File: config.mk
export PLATFORM = sky130hd
export DESIGN_NAME = line_clear_sequencer
export DESIGN_NICKNAME = d
export VERILOG_FILES = /design/src/rtl/line_clear_sequencer.sv
export SDC_FILE = /design/constraint.sdc
export NUM_CORES = 1
export LEC_CHECK = 0
export BUFFER_PORTS_ARGS = -buffer_cell sky130_fd_sc_hd__buf_2
export CORE_MARGIN = 4
export CORE_UTILIZATION = 44
export CTS_BUF_LIST = sky130_fd_sc_hd__clkbuf_16
export DETAILED_ROUTE_END_ITERATION = 10
export PLACE_DENSITY = 0.75
export SLEW_MARGIN = 40
export SYNTH_ARGS = -nofsm -noshare
export SYNTH_HDL_FRONTEND = slang
export SYNTH_SLANG_ARGS = --single-unit
File: constraint.sdc
create_clock -name clk -period 2 [get_ports clk]
set_input_delay 0.1 -clock clk [delete_from_list [all_inputs] [get_ports clk]]
set_output_delay 0.1 -clock clk [all_outputs]
set_load 0.005 [all_outputs]
File: src/rtl/line_clear_sequencer.sv
// line_clear_sequencer: removes full rows from the board store after a piece locks and owns the board cell port.
// Define LINE_CLEAR_SCORE_EN to add a saturating 16-bit score output.
module line_clear_sequencer #(
  parameter int BOARD_HEIGHT = 20,
  parameter int BOARD_WIDTH = 10
) (
  input  logic                    clk,
  input  logic                    reset,
  input  logic                    start,
  input  logic [4:0]              eng_i,
  input  logic [4:0]              eng_j,
  input  logic                    eng_we,
  input  logic [2:0]              eng_wdata,
  output logic [2:0]              eng_rdata,
  output logic [4:0]              brd_i,
  output logic [4:0]              brd_j,
  output logic                    brd_we,
  output logic [2:0]              brd_wdata,
  input  logic [2:0]              brd_rdata,
  input  logic [BOARD_HEIGHT-1:0] line_full,
  output logic                    busy,
  output logic                    done,
  output logic [2:0]              lines_cleared
`ifdef LINE_CLEAR_SCORE_EN
  ,
  output logic [15:0]             score
`endif
);
  typedef enum logic [2:0] {IDLE, SCAN, READ, WRITE, FILL, DONE} state_t;
  localparam logic [4:0] LAST_J = 5'(BOARD_WIDTH - 1);
  state_t     r_state;
  logic [4:0] r_i, r_j, w_top;
  logic [2:0] r_hold, r_n;
  always_comb begin
    w_top = '0;
    for (int k = 0; k < BOARD_HEIGHT; k++) if (line_full[k]) w_top = 5'(k);
  end
  // READ fetches the cell above the row being overwritten; WRITE stores it one row lower.
  always_comb begin
    brd_i     = r_state == IDLE ? eng_i : r_state == READ ? r_i - 5'd1 : r_state == WRITE ? r_i : 5'd0;
    brd_j     = r_state == IDLE ? eng_j : (r_state == READ || r_state == WRITE || r_state == FILL) ? r_j : 5'd0;
    brd_we    = r_state == IDLE ? eng_we : (r_state == WRITE || r_state == FILL);
    brd_wdata = r_state == IDLE ? eng_wdata : r_state == WRITE ? r_hold : 3'd0;
    eng_rdata = r_state == IDLE ? brd_rdata : 3'd0;
  end
  assign busy = r_state != IDLE;
  assign done = r_state == DONE;
`ifdef LINE_CLEAR_SCORE_EN
  logic [10:0] w_pts;
  logic [16:0] w_sum;
  assign w_pts = r_n == 3'd0 ? 11'd0 : r_n == 3'd1 ? 11'd40 : r_n == 3'd2 ? 11'd100 : r_n == 3'd3 ? 11'd300 : 11'd1200;
  assign w_sum = {1'b0, score} + {6'd0, w_pts};
  always_ff @(posedge clk) begin
    if (reset) score <= '0;
    else if (r_state == SCAN && line_full == '0) score <= w_sum[16] ? 16'hFFFF : w_sum[15:0];
  end
`endif
  // lines_cleared is loaded on entry to DONE so it is already valid while done is high.
  always_ff @(posedge clk) begin
    if (reset) begin
      r_state       <= IDLE;
      r_i           <= '0;
      r_j           <= '0;
      r_hold        <= '0;
      r_n           <= '0;
      lines_cleared <= '0;
    end else begin
      case (r_state)
        IDLE: if (start) begin
          r_n     <= '0;
          r_state <= SCAN;
        end
        SCAN: if (line_full == '0) begin
          lines_cleared <= r_n;
          r_state       <= DONE;
        end else begin
          r_i     <= w_top;
          r_j     <= '0;
          r_state <= w_top == 5'd0 ? FILL : READ;
        end
        READ: begin
          r_hold  <= brd_rdata;
          r_state <= WRITE;
        end
        WRITE: if (r_j < LAST_J) begin
          r_j     <= r_j + 5'd1;
          r_state <= READ;
        end else begin
          r_j     <= '0;
          r_i     <= r_i == 5'd1 ? r_i : r_i - 5'd1;
          r_state <= r_i == 5'd1 ? FILL : READ;
        end
        FILL: if (r_j < LAST_J) r_j <= r_j + 5'd1;
        else begin
          r_j     <= '0;
          r_n     <= r_n == 3'd7 ? r_n : r_n + 3'd1;
          r_state <= SCAN;
        end
        DONE: r_state <= IDLE;
        default: r_state <= IDLE;
      endcase
    end
  end
endmodule

==> impl_metrics.yaml, run 1 <==
grt:
  grt_pass1_wl_mm: 7.63
  grt_use_total: 0.211
  grt_max_degree: 24
  overflow: 0
  antenna_found_initial: 0
  grt_pass1_vias: 1836
place:
  placed_cell_area_sq_um: 2190
  numPortBuffers: 61
  dp_hpwl_mm: 3.57
  dp_cells: 347
  gp_congestion: 0.852
timing:
  hold_ws_ns: 0.0898
  finalHoldViolCount: 0
  worst_pin_slew_ns: 0.510
  rsz0062_at_grt: "yes"
  clock_skew_ns: 0.00233
  layout_min_cycle_time_ns: 1.95
  finalSetupViolations: 0
  max_slew_margin: 0.655
  min_period_over_period: 0.974
  drv_slew: 0
  achievable-frequency_mhz: 513
power:
  power_per_cell_area_nw_per_um2: 639
  vdd_drop_max_v: 0.000393
  design_power_total_mw: 1.53
  power.leakage_nw: 1.08
clock_network:
  htree_levels: 1
  cts_buffer_depth: 2
  clk_pin_slew_ns: 0.06
  cts_tree: "yes"
  clkLatencyLatePin_ns: 0.26
  clock-sinks: 22
  ctsRootBufferMaster: "clkbuf_16"
  cts_inserted_buffers: 3
logic_synthesis:
  synth.distinct_cells: 46
  yosysWarningCount: 0
  synth.cell_area_sq_um: 1590
  async_flop_share: 0
  ys_seq_area_frac: 0.277
  synth_edf_count: 0
  ys.flop_type: "dfxtp_1"
  yosys.area.top_type_share: 0.277
  synth_fp_nets: 258
  synth_area_leaders: "dfxtp_1, nand2_1, a21oi_1"
  netlist_instances: 213
  ys_seq_elements: 22
  syn_avg_cell_area_sq_um: 7.47
  yosys.area.top_type: "dfxtp_1"
drt:
  drc: 0
  totalWireLength_mm: 4.65
  vias: 1945
  dr.pass1.iters: 4
  via_per_inst: 5.46
  wl_per_cell_microns: 13.1
  antenna_left: 0
  drt_iter0_drc: 118
worst_setup_path:
  crit_family: "simple AND/OR/NAND/NOR gates"
  end_kind: "primary output"
  arrival_ns: 1.85
  cpMaxStageDelayCell: "dfxtp_2"
  path_cells: "inv_2 -> ha_4 -> inv_1 -> or3_4 -> xor2_2 -> a211oi_2 -> a31oi_1 -> nor2_1 -> buf_2"
  cp-start-kind: "flip-flop"
  path_class: "flip-flop to primary output"
  path_buf_inv: 3
  critPathMaxStageDelay_ns: 0.34
  cp_max_fo: 4
  cp_data_required_time_ns: 1.90
floorplan:
  core-area_sq_um: 3420
  initial_utilization: 0.466
  die_area_sq_um: 4640
  io-pin-count: 62
  die_y_microns: 68.1
  rows: 21
  die_x_microns: 68.1
final_layout:
  antennaDiodeCount: 0
  area_growth_syn_to_layout_pct: 50.2
  nets: 356
  final_util: 0.700
  drive_gt1_frac: 0.410
  fillers: 289
  instances_no_fill: 356
  final_common_cell: "buf_2"
  design_area_sq_um: 2390
  final_cell_mix: "buf_2, buf_4, nand2_1"
run_status:
  status: "finished, final reports clean"
hold_path:
  min_path_type: "input port to flip-flop"
run:
  drv_cap: 0
## registers in the layout, indices dropped and copies added (netlist names)
name	count
r_i	5
r_j	5
lines_cleared	3
r_hold	3
r_n	3
r_state	3
## per-stage QoR
stage | worst slack [ns] | TNS, ns
after floorplan | 0.0361 | 0
after detailed placement | -0.198 | -1.08
after CTS | 0.0173 | 0
after global placement | -0.157 | -0.804
after global routing | -0.0256 | -0.0256
final | 0.0524 | 0
## path summary, 6_finish.rpt
kind,cells after the start,slack (ns),from,endpoint
hold reg to reg,2,0.46,lines_cleared[0],lines_cleared[0]
hold / removal,3,0.09,brd_rdata[0],r_hold[0]
setup / recovery,9,0.05,r_i[0],brd_i[4]
setup reg to reg,7,0.20,r_n[0],r_n[0]
## synth_stat cells, types with 2 or more instances
library cell and number:
mux2i_1 2, o22a_1 2, clkbuf_1 6, a21oi_1 19, or4_4 2, nor3_1 11
nand2b_1 3, or4_1 4, dfxtp_1 22, nand2_1 28, nor2_1 21, nand4_1 2
o21ai_0 10, a211oi_1 4, nor2_2 2, nor3b_1 3, ha_1 5, a31oi_1 5
nor2b_1 4, xnor2_1 2, or3_1 4, inv_1 8, buf_1 2, o32ai_1 3
and2_1 4, nand3_1 5, o31ai_1 2, a22o_1 8, mux2_2 3
## cell type report
| class | count | area [sq um] | area share |
|---|---|---|---|
| inverters | 8 | 30.0 | 0.0126 |
| repair buffers | 101 | 606 | 0.253 |
| flip-flops and latches | 22 | 442 | 0.185 |
| clock buffers | 3 | 75.1 | 0.0314 |
| well taps | 46 | 57.6 | 0.0241 |
| multi-input cells | 175 | 1150 | 0.481 |
| clock inverters | 1 | 30.0 | 0.0126 |
## power breakdown
part	switching (mW)	internal (mW)	total, mW
logic	0.235	0.249	0.484
registers	0.0211	0.457	0.478
clock network	0.168	0.398	0.566
## repair_timing
| item | in CTS | in global routing |
|---|---|---|
| setup endpoints to repair | 6 | 8 |
| pin swaps | 1 | 1 |
| cloned | 0 | 0 |
| hold buffers | 0 | 0 |
| setup buffers | 0 | 5 |
| resized for setup | 4 | 9 |
## cell families after synthesis
group | Yosys count | share of synthesized area
buffers and inverters | 16 | 0.0377
XOR/XNOR | 3 | 0.0165
AO/OA/AOI/OAI | 65 | 0.285
multiplexers | 6 | 0.0432
AND/OR/NAND/NOR | 96 | 0.301
adder cells (fa/ha/maj) | 5 | 0.0393
flip-flops | 22 | 0.277
## layer usage
metal	vias to the layer above	routed length [microns]	part of all wire	GRT usage
met5	-	0	0	0
met1	881	2060	0.44	0.254
met4	0	75	0.016	0.0794
met3	6	302	0.065	0.0328
li1	990	-	-	-
met2	68	2220	0.48	0.373
## worst register-to-register path, stage by stage, from the launching register on
cell     delay, ns
dfxtp_1       0.34
ha_1          0.20
ha_1          0.17
nor3_1        0.30
o21ai_0       0.13
buf_4         0.16
or3_1         0.30
a21oi_1       0.13
Note: power is estimated with default switching activity, not from simulation.
==> inputs of run 2 (changes only) <==
--- a/config.mk
+++ b/config.mk
@@ -6,11 +6,13 @@
 export NUM_CORES = 1
 export LEC_CHECK = 0
 export BUFFER_PORTS_ARGS = -buffer_cell sky130_fd_sc_hd__buf_2
-export CORE_MARGIN = 4
-export CORE_UTILIZATION = 44
+export CELL_PAD_IN_SITES_DETAIL_PLACEMENT = 2
+export CELL_PAD_IN_SITES_GLOBAL_PLACEMENT = 2
+export CORE_MARGIN = 3
+export CORE_UTILIZATION = 23
 export CTS_BUF_LIST = sky130_fd_sc_hd__clkbuf_16
 export DETAILED_ROUTE_END_ITERATION = 10
-export PLACE_DENSITY = 0.75
+export PLACE_DENSITY = 0.73
 export SLEW_MARGIN = 40
 export SYNTH_ARGS = -nofsm -noshare
 export SYNTH_HDL_FRONTEND = slang
==> run 2 against run 1 <==
  * Worst setup slack lost 0.020 ns
  * Fmax decreased by 1.0%
  * Clock power rose by 2%
  * Largest cell class unchanged
==> impl_metrics.yaml, run 2 (synthesis gave the netlist of run 1 again) <==
timing:
  fin_ws_ns: 0.0322
  layout_min_cycle_time_ns: 1.97
  worst_pin_slew_ns: 0.547
  clock_skew_ns: 0.00241
  finalSetupViolations: 0
  max_slew_margin: 0.633
  hold_ws_ns: 0.0931
  min_period_over_period: 0.984
  achievable-frequency_mhz: 508
  finalHoldViolCount: 0
  drv_slew: 0
  rsz0062_at_grt: "yes"
final_layout:
  final_cell_mix: "buf_2, buf_4, nand2_1"
  final_common_cell: "buf_2"
  fillers: 783
  final_util: 0.374
  drive_gt1_frac: 0.417
  instances_no_fill: 386
  area_growth_syn_to_layout_pct: 53.6
  nets: 355
  antennaDiodeCount: 0
  top_regs: "r_i: 5 flops, r_j: 5 flops"
clock_network:
  cts_inserted_buffers: 3
  holdBufCountCts: 0
  cts_tree: "yes"
  cts_buffer_depth: 2
  clkLatencyLatePin_ns: 0.26
  clock-sinks: 22
  clk_pin_slew_ns: 0.06
  htree_levels: 1
  ctsRootBufferMaster: "clkbuf_16"
grt:
  grt_pass1_wl_mm: 10.6
  grt_use_total: 0.168
  antenna_found_initial: 0
  grt_max_degree: 24
  grt_pass1_vias: 2147
  overflow: 0
drt:
  totalWireLength_mm: 6.62
  antenna_left: 0
  drc: 0
  drt_iter0_drc: 69
  dr.pass1.iters: 4
  vias: 1996
  via_per_inst: 5.17
  wl_per_cell_microns: 17.1
hold_path:
  hold_path_depth: 3
  worstHoldEndpoint: "r_hold[1]"
  hold_start: "brd_rdata[1]"
  min_path_type: "input port to flip-flop"
floorplan:
  initial_utilization: 0.244
  die_x_microns: 89.2
  core-area_sq_um: 6530
  rows: 29
  die_y_microns: 89.2
  die_area_sq_um: 7950
  io-pin-count: 62
place:
  dp_cells: 380
  dp_hpwl_mm: 5.13
  gp_congestion: 0.759
  pre_cts_ws_ns: -0.210
  numPortBuffers: 61
worst_setup_path:
  cp-start-kind: "flip-flop"
  cp_data_required_time_ns: 1.90
  r2r-end: "r_i[1]"
  path_class: "flip-flop to primary output"
  r2r_start: "r_state[1]"
  reg2reg_depth: 6
  arrival_ns: 1.87
  ff2ff_setup_slack_ns: 0.14
  cp_max_fo: 3
  end_kind: "primary output"
power:
  power_per_cell_area_nw_per_um2: 643
  power.leakage_nw: 1.08
  vdd_drop_max_v: 0.000271
run:
  drv_cap: 0
run_status:
  status: "finished, final reports clean"
[run 2: cell type report]
type | count | area, sq um | area share
Multi-Input combinational cell | 175 | 1150 | 0.472
Inverter | 8 | 32.5 | 0.0133
Tap cell | 77 | 96.3 | 0.0394
Timing Repair Buffer | 100 | 611 | 0.250
Sequential cell | 22 | 445 | 0.182
Clock buffer | 3 | 75.1 | 0.0307
Clock inverter | 1 | 30.0 | 0.0123
[run 2: per-stage QoR]
| stage | TNS (ns) | total power [mW] | cell area, sq um |
|---|---|---|---|
| after floorplan | 0 | 0.725 | 1590 |
| after global placement | -1.07 | 0.948 | 2240 |
| after detailed placement | -1.86 | 0.968 | 2250 |
| after CTS | 0 | 1.57 | 2380 |
| after global routing | -0.158 | 1.67 | 2440 |
| final | 0 | 1.57 | 2440 |
[run 2: repair_timing]
action / CTS / global route
cloned: 0 / 0
pin swaps: 3 / 7
setup buffers: 1 / 1
endpoints found under the setup margin: 4 / 13
resized for setup: 6 / 13
[run 2: worst max-delay path: stages (launching register included)]
cell and delay, ns:
dfxtp_4 0.35, inv_4 0.07, ha_4 0.13, inv_1 0.06, or3_4 0.34, xor2_2 0.17
a211oi_2 0.21, a31oi_1 0.06, nor2_1 0.10, buf_2 0.12
[run 2: how the worst max path moves through the flow]
stage	start	to	slack [ns]	depth (start not counted)
after floorplan	line_full[19]	r_j[3]	0.04	6
after global placement	line_full[19]	r_j[3]	-0.17	7
after detailed placement	line_full[19]	r_j[3]	-0.21	7
after CTS	r_i[0]	brd_i[4]	0.02	9
after global routing	r_i[1]	brd_i[4]	-0.05	9
final	r_i[1]	brd_i[4]	0.03	9
[run 2: where the power goes]
part | leakage (nW) | total (mW) | switching, mW | internal, mW
logic | 0.849 | 0.522 | 0.269 | 0.253
clock network | 0.0511 | 0.576 | 0.178 | 0.398
registers | 0.180 | 0.475 | 0.0171 | 0.458
total | 1.08 | 1.57 | 0.464 | 1.11
[run 2: routing by layer]
layer  wire, microns  vias to the layer above  share of wire  track usage
li1                -                      986              -            -
met1            2880                      977           0.44        0.211
met2            3530                       28           0.53        0.306
met3             134                        5          0.020       0.0221
met4              72                        0          0.011       0.0311
met5               0                        -              0            0
==> inputs of run 3 (changes only) <==
--- a/config.mk
+++ b/config.mk
@@ -9,10 +9,10 @@
 export CELL_PAD_IN_SITES_DETAIL_PLACEMENT = 2
 export CELL_PAD_IN_SITES_GLOBAL_PLACEMENT = 2
 export CORE_MARGIN = 3
-export CORE_UTILIZATION = 23
+export CORE_UTILIZATION = 26
 export CTS_BUF_LIST = sky130_fd_sc_hd__clkbuf_16
 export DETAILED_ROUTE_END_ITERATION = 10
-export PLACE_DENSITY = 0.73
+export PLACE_DENSITY = 0.79
 export SLEW_MARGIN = 40
 export SYNTH_ARGS = -nofsm -noshare
 export SYNTH_HDL_FRONTEND = slang
==> constraint.sdc (replaced) <==
create_clock -name clk -period 1.93 [get_ports clk]
set_input_delay 0.0965 -clock clk [delete_from_list [all_inputs] [get_ports clk]]
set_output_delay 0.0965 -clock clk [all_outputs]
set_load 0.005 [all_outputs]
==> run 3 against run 2 <==
  * The run now ends with negative setup slack left
  * Utilization up 7.1 points
  * Sequential share of layout area down 0.71 points
  * Routed wire length up 38%
  * Hold slack better by 0.039 ns
  * Combinational power up 23%
  * Count of clock-buffer cells in the layout unchanged
  * Via count up 10%
  * Global-route usage up 5.8 points
  * First-iteration DRC count up 59%
  * Power up 11%
  * Register-to-register slack worse by 0.15 ns
==> impl_metrics.yaml, run 3 (synthesis gave the netlist of run 1 again) <==
drt:
  wl_per_cell_microns: 23.5
  vias: 2203
  via_per_inst: 5.65
  drt_iter0_drc: 110
  wl_met2_mm: 4.85
  antenna_left: 0
  dr.pass1.iters: 4
  drc: 0
  totalWireLength_mm: 9.16
  met1_length_mm: 3.67
  highest-signal-layer: "met4"
  wl_met3_microns: 274
timing:
  clock_skew_ns: 0.00234
  fin_ws_ns: -0.308
  min_period_over_period: 1.16
  finalHoldViolCount: 0
  finalSetupViolations: 4
  hold_ws_ns: 0.133
  rsz0062_at_grt: "yes"
  layout_min_cycle_time_ns: 2.24
  fin_setup_tns_ns: -0.423
  worst_pin_slew_ns: 0.562
  achievable-frequency_mhz: 447
  max_slew_margin: 0.623
  drv_slew: 0
floorplan:
  rows: 27
  die_y_microns: 84.2
  io-pin-count: 62
  initial_utilization: 0.279
  core-area_sq_um: 5710
  die_x_microns: 84.2
  die_area_sq_um: 7100
worst_setup_path:
  end_kind: "primary output"
  critPathMaxStageDelay_ns: 0.36
  r2r_start: "r_state[0]"
  crit_family: "simple AND/OR/NAND/NOR gates"
  path_cells: "inv_4 -> ha_4 -> inv_4 -> or3_4 -> xor2_4 -> a211oi_2 -> a31oi_1 -> nor2_1 -> buf_2"
  path_class: "flip-flop to primary output"
  cp-startpoint: "r_i[0]"
  cp.depth: 9
  ff2ff_setup_slack_ns: -0.01
  r2r-end: "r_j[2]"
  path_buf_inv: 3
  arrival_ns: 2.14
  cp_data_required_time_ns: 1.83
  crit_end: "brd_i[4]"
  cp-start-kind: "flip-flop"
  reg2reg_depth: 7
  cpMostUsedCell: "inv_4"
  cpMaxStageDelayCell: "dfxtp_4"
  cp_max_fo: 4
place:
  dp_cells: 376
  dp_hpwl_mm: 5.49
  gp_congestion: 0.817
  numPortBuffers: 61
clock_network:
  cts_inserted_buffers: 3
  ctsRootBufferMaster: "clkbuf_16"
  holdBufCountCts: 0
  clkLatencyLatePin_ns: 0.26
  cts_buffer_depth: 2
  htree_levels: 1
  clock-sinks: 22
  clk_pin_slew_ns: 0.07
  cts_tree: "yes"
grt:
  grt_pass1_wl_mm: 12.8
  overflow: 0
  grt_pass1_vias: 2370
  grt_use_total: 0.225
  antenna_found_initial: 0
  grt_max_degree: 24
final_layout:
  antennaDiodeCount: 0
  instances_no_fill: 390
  drive_gt1_frac: 0.437
  final_cell_mix: "buf_2, buf_4, nand2_1"
  area_growth_syn_to_layout_pct: 59.8
  final_common_cell: "buf_2"
  nets: 364
  top_regs: "r_i: 5 flops, r_j: 5 flops"
run:
  drv_cap: 0
hold_path:
  min_path_type: "input port to flip-flop"
power:
  power.leakage_nw: 1.13
  design_power_total_mw: 1.75
  vdd_drop_max_v: 0.000496
  power_per_cell_area_nw_per_um2: 689
run_status:
  status: "finished with violations"
  violations: "negative setup slack"
## run 3: metrics by stage
step | setup slack (ns) | area, sq um | utilization
after floorplan | -0.0285 | 1600 | -
after global placement | -0.250 | 2250 | 0.394
after detailed placement | -0.323 | 2250 | 0.395
after CTS | -0.0759 | 2450 | 0.429
after global routing | -0.341 | 2540 | 0.446
final | -0.308 | 2540 | 0.446
## run 3: metal layers
layer  GRT usage  up-vias
met5           0        -
met4       0.102        0
met3      0.0314       26
met2       0.405       66
met1       0.263     1110
li1            -     1001
## run 3: power breakdown
group | internal, mW | total (mW) | leakage (nW) | switching, mW
clock | 0.413 | 0.611 | 0.0511 | 0.198
sequential | 0.474 | 0.501 | 0.180 | 0.0273
combinational | 0.297 | 0.641 | 0.898 | 0.344
## run 3: layout make-up
cell class	count	area [sq um]
repair buffers	109	684
multi-input cells	175	1180
well taps	72	90.1
flip-flops and latches	22	445
clock buffers	3	75.1
inverters	8	37.5
fillers	657	3170
clock inverters	1	30.0
## run 3: timing repair
action                                  CTS  global route
pin swaps                                 4             4
endpoints found under the setup margin    9            15
buffers inserted                          4             6
gates resized for setup                  16            10
hold endpoints to repair                  0             0
## run 3: worst register-to-register path, delay by kind of cell (launching register included)
kind	cells	cell delay (ns)
and+or+nand+nor	5	1.03
DFF	1	0.38
AOI/OAI and AO/OA	1	0.24
buffers and inverters	1	0.22
## run 3: worst min path at each step
| stage | startpoint | endpoint | slack, ns | cells after the start |
|---|---|---|---|---|
| after CTS | brd_rdata[0] | r_hold[0] | 0.1 | 3 |
| after floorplan | reset | r_state[1] | 0.21 | 1 |
| after global routing | brd_rdata[2] | r_hold[2] | 0.14 | 3 |
| after global placement | brd_rdata[0] | r_hold[0] | 0.35 | 3 |
| after detailed placement | brd_rdata[2] | r_hold[2] | 0.37 | 3 |
| final | brd_rdata[1] | r_hold[1] | 0.13 | 3 |
